**src/rtl/io_bus_arbiter.sv**
```systemverilog
// io_bus_arbiter: round-robin arbiter granting two requesters access to an I/O SRAM
module io_bus_arbiter #(
    parameter int DATA_WIDTH = 8,
    parameter int ADDR_WIDTH = 6
) (
    input  logic                  clk,
    input  logic                  reset,
    input  logic                  req0,
    input  logic                  req1,
    input  logic                  we0,
    input  logic                  we1,
    input  logic [ADDR_WIDTH-1:0] addr0,
    input  logic [ADDR_WIDTH-1:0] addr1,
    input  logic [DATA_WIDTH-1:0] wdata0,
    input  logic [DATA_WIDTH-1:0] wdata1,
    output logic                  ack0,
    output logic                  ack1,
    output logic [DATA_WIDTH-1:0] rdata,
    output logic [1:0]            grant,
    output logic                  busy,
    output logic                  cs,
    output logic                  oe,
    output logic                  we,
    output logic [ADDR_WIDTH-1:0] address,
    output logic [DATA_WIDTH-1:0] mem_wdata,
    input  logic [DATA_WIDTH-1:0] mem_rdata
);
    typedef enum logic [2:0] {IDLE, WR, RD_ADDR, RD_DATA, DONE} state_t;

    state_t                state;
    logic                  last_one;
    logic                  pick1;
    logic                  sel_we;
    logic [ADDR_WIDTH-1:0] sel_addr;
    logic [DATA_WIDTH-1:0] sel_wdata;

    // Winner selection: requester 1 wins if alone, or on a tie when requester 0 was granted last
    always_comb begin
        pick1     = req1 && (!req0 || !last_one);
        sel_we    = pick1 ? we1 : we0;
        sel_addr  = pick1 ? addr1 : addr0;
        sel_wdata = pick1 ? wdata1 : wdata0;
    end

    // Transaction FSM; every output is a register so req never reaches the strobes combinationally
    always_ff @(posedge clk) begin
        if (reset) begin
            state     <= IDLE;
            last_one  <= 1'b1;
            grant     <= 2'b00;
            busy      <= 1'b0;
            ack0      <= 1'b0;
            ack1      <= 1'b0;
            cs        <= 1'b0;
            we        <= 1'b0;
            oe        <= 1'b0;
            rdata     <= '0;
            address   <= '0;
            mem_wdata <= '0;
        end else begin
            case (state)
                IDLE: begin
                    if (req0 || req1) begin
                        state     <= sel_we ? WR : RD_ADDR;
                        grant     <= pick1 ? 2'b10 : 2'b01;
                        last_one  <= pick1;
                        busy      <= 1'b1;
                        cs        <= 1'b1;
                        we        <= sel_we;
                        oe        <= 1'b0;
                        address   <= sel_addr;
                        mem_wdata <= sel_wdata;
                    end
                end
                WR: begin
                    state <= DONE;
                    cs    <= 1'b0;
                    we    <= 1'b0;
                    ack0  <= grant[0];
                    ack1  <= grant[1];
                end
                RD_ADDR: begin
                    state <= RD_DATA;
                    oe    <= 1'b1;
                end
                RD_DATA: begin
                    state <= DONE;
                    cs    <= 1'b0;
                    oe    <= 1'b0;
                    rdata <= mem_rdata;
                    ack0  <= grant[0];
                    ack1  <= grant[1];
                end
                DONE: begin
                    state <= IDLE;
                    ack0  <= 1'b0;
                    ack1  <= 1'b0;
                    grant <= 2'b00;
                    busy  <= 1'b0;
                end
                default: state <= IDLE;
            endcase
        end
    end
endmodule

```
**config.mk**
```make
export PLATFORM = sky130hd
export DESIGN_NAME = io_bus_arbiter
export DESIGN_NICKNAME = d
export VERILOG_FILES = /design/src/rtl/io_bus_arbiter.sv
export SDC_FILE = /design/constraint.sdc
export NUM_CORES = 1
export LEC_CHECK = 0
export BUFFER_PORTS_ARGS = -buffer_cell sky130_fd_sc_hd__buf_2
export CAP_MARGIN = 20
export CORE_MARGIN = 2
export CORE_UTILIZATION = 28
export CTS_BUF_LIST = sky130_fd_sc_hd__clkbuf_16
export CTS_CLUSTER_DIAMETER = 120
export DETAILED_ROUTE_END_ITERATION = 6
export GPL_ROUTABILITY_DRIVEN = 0
export PLACE_DENSITY_LB_ADDON = 0.12
export SLEW_MARGIN = 25
export SYNTH_ARGS = -nofsm -noshare
export SYNTH_HDL_FRONTEND = slang
export SYNTH_SLANG_ARGS = --single-unit
```
**constraint.sdc**
```tcl
create_clock -name clk -period 2 [get_ports clk]
set_input_delay 0 -clock clk [delete_from_list [all_inputs] [get_ports clk]]
set_output_delay 0 -clock clk [all_outputs]
set_load 0.02 [all_outputs]
```
==> reports/metrics.cfg <==
[critical_path]
cp-end-kind = flop
crit_path_start_kind = flop
worst_setup_path_startpoint = state[1]
critPathArrivalTime_ps = 1650
critical_path.max_fanout = 17
critical_path.reg2reg.startpoint = state[1]
worst_ep_required_time_ps = 2170
critPathKind = reg -> reg

[sta]
unrepaired_setup_endpoints_after_global_routing = false
relSlewSlack = 0.6069
timing_hold_violations_final = 0
final.period_utilization = 0.7366
timing.final.crit_period_ps = 1473
fmax_mhz = 678.8
finClkSkew_ps = 4.572
worst_pin_slew_ps = 587.5
finalSetupViolations = 0
report.final.slew_viol_count = 0
finalSetupTns_ps = 0

[global_routing]
grt_use_total = 0.1356
first_global_vias = 1341
global_route_wire_length_before_repair_mm = 6.368
grt_antenna_before_repair = 0
grt_remaining_overflow = 0
grt_max_degree = 28

[synthesis]
synthMostInstantiatedCell = dfxtp_1
yosysWarnings = 0
dominantRegCellSynth = dfxtp_1
netlist_instances = 149
library_cell_occupying_the_most_area_in_the_post_synthesis_netlist = dfxtp_1
number_of_enable_type_register_cells_in_the_synthesized_netlist = 0
synth_top_cell_area_share = 0.4537
synth.net_count = 191
synth-simple-area-share = 0.09758
yosysSeqAreaShare = 0.4537
synth.area.mux_share = 0.06672
yosys_register_bits = 34
post_synth_xor_area_fraction = 0
post_synth_instance_area_um2 = 1500
syn-mean-instance-area_um2 = 10.07
synthTopCellsByCount = dfxtp_1, inv_1, o32ai_1, mux2i_1, nor2_1
main_combinational_cell_family_by_area_after_synthesis = compound AO/OA/AOI/OAI gates
netlist-cell-type-count = 31
synthAdderAreaFrac = 0
synth_async_sr_flop_share = 0
synth_compound_gate_area_share = 0.2844
netlist_top_cells_area = dfxtp_1, o32ai_1, a221oi_2

[die]
ios = 72
die_area_um2 = 5959
die_h_um = 77.20
dieWidth_um = 77.20
initial_utilization = 0.2919
core-area_um2 = 5140
rows = 26

[routing]
via_density_per_instance = 4.708
wirelength_mm = 3.976
drt_first_iter_violations = 61
detail_route.wl_per_cell_um = 13.48
detailedRoute.firstPassIterationCount = 4
remaining_drc_errors = 0
ant_nets = 0
via_count = 1389

[layout]
final_cell_count_no_fill = 295
fin_util = 0.4107
antenna_cells = 0
final_nets = 267
post_route_cells_drive_above_1_share = 0.4089
syn2layout_area_growth_pct = 40.70
finalInstanceArea_um2 = 2111

[pwr]
power.density_cell_area_nw_per_um2 = 942.8
worst_vdd_ir_uv = 482.5
power.static_leakage_uw = 0.001004

[clock_network]
clk_transition_reported_paths_ps = 50
clock_tree_from_tritoncts = built
cts_inserted_buffers = 5
holdBufCountCts = 8
h-tree-depth = 2
cts.sinks = 34
root_buffer = clkbuf_16
post_cts_resized = 0
postCtsSetupRepairBufs = 0
clk_latency_ps = 280
clock_tree.buffer_depth = 2

[worst_hold_path]
hold_crit_path_type = in -> reg
hold_path_startpoint = we0

[placed_design]
placed_area_um2 = 1898
portBuffers = 71
hpwl_mm = 2.748
place.detailed.instances = 280

[status]
status = complete, no violations

[run]
max_cap_violations = 0

## layer usage
metal / vias up / global-route usage / part of all wire / wire, um
met4: 0 / 0.05000 / 0.0048 / 19
li1: 705 / - / - / -
met5: - / 0 / 0 / 0
met3: 2 / 0.04824 / 0.065 / 257
met2: 46 / 0.2009 / 0.44 / 1761
met1: 636 / 0.1806 / 0.49 / 1937
## critical path: stages (launching register included)
cell and delay [ps]:
dfxtp_1 400, nor3_4 370, o21ai_4 260, a221oi_1 340
## final timing paths
check	end	slack, ps	depth (start not counted)
setup / recovery	we	530	3
hold / removal	state[0]	40	3
hold reg to reg	mem_wdata[6]	460	2
setup reg to reg	we	530	3
## cell usage in the layout, fill, tap and decap left out, types with 6 or more instances in the layout
master / n
a21oi_1: 6
a221oi_1: 8
a221oi_2: 7
buf_2: 71
dfxtp_1: 34
dlygate4sd3_1: 8
inv_1: 19
mux2i_1: 10
nor2_1: 10
o32ai_1: 15
## power by group
group	leakage, uW	switching, uW	total [uW]	internal [uW]
registers	0.000280	49.7	804	755
clock network	0.0000723	257	700	444
logic	0.000652	283	485	202
total	0.00100	590	1990	1400
## sequential cells by signal, indices dropped and copies added (netlist names)
name and cells:
mem_wdata 8, rdata 8, address 6, state 3, grant 2, ack0 1, ack1 1, busy 1
cs 1, last_one 1, oe 1, we 1
## layout make-up
cell class / instances / area (um2)
Clock inverter: 2 / 7.507
Clock buffer: 5 / 125.1
Sequential cell: 34 / 680.7
Tap cell: 70 / 87.58
Timing Repair Buffer: 84 / 473.0
Multi-Input combinational cell: 83 / 673.1
Fill cell: 546 / 3029
Inverter: 17 / 63.81
## cell families (layout without fill, tap and decap cells)
kind of cell | Yosys count | in the layout
simple gates | 27 | 27
flops | 34 | 34
buf+inv | 32 | 108
compound gates | 46 | 46
mux | 10 | 10
## metrics by stage
| step | worst slack (ps) | total power (uW) | hold slack, ps |
|---|---|---|---|
| after floorplan | 615.4 | 1142 | 143.9 |
| after detailed placement | 520.5 | 1296 | 236.6 |
| final | 526.9 | 1990 | 38.24 |
| after global placement | 551.4 | 1296 | 235.6 |
| after CTS | 502.6 | 2022 | 36.20 |
| after global routing | 370.9 | 2104 | 68.64 |
No activity file was read; power rests on OpenSTA's default activity.
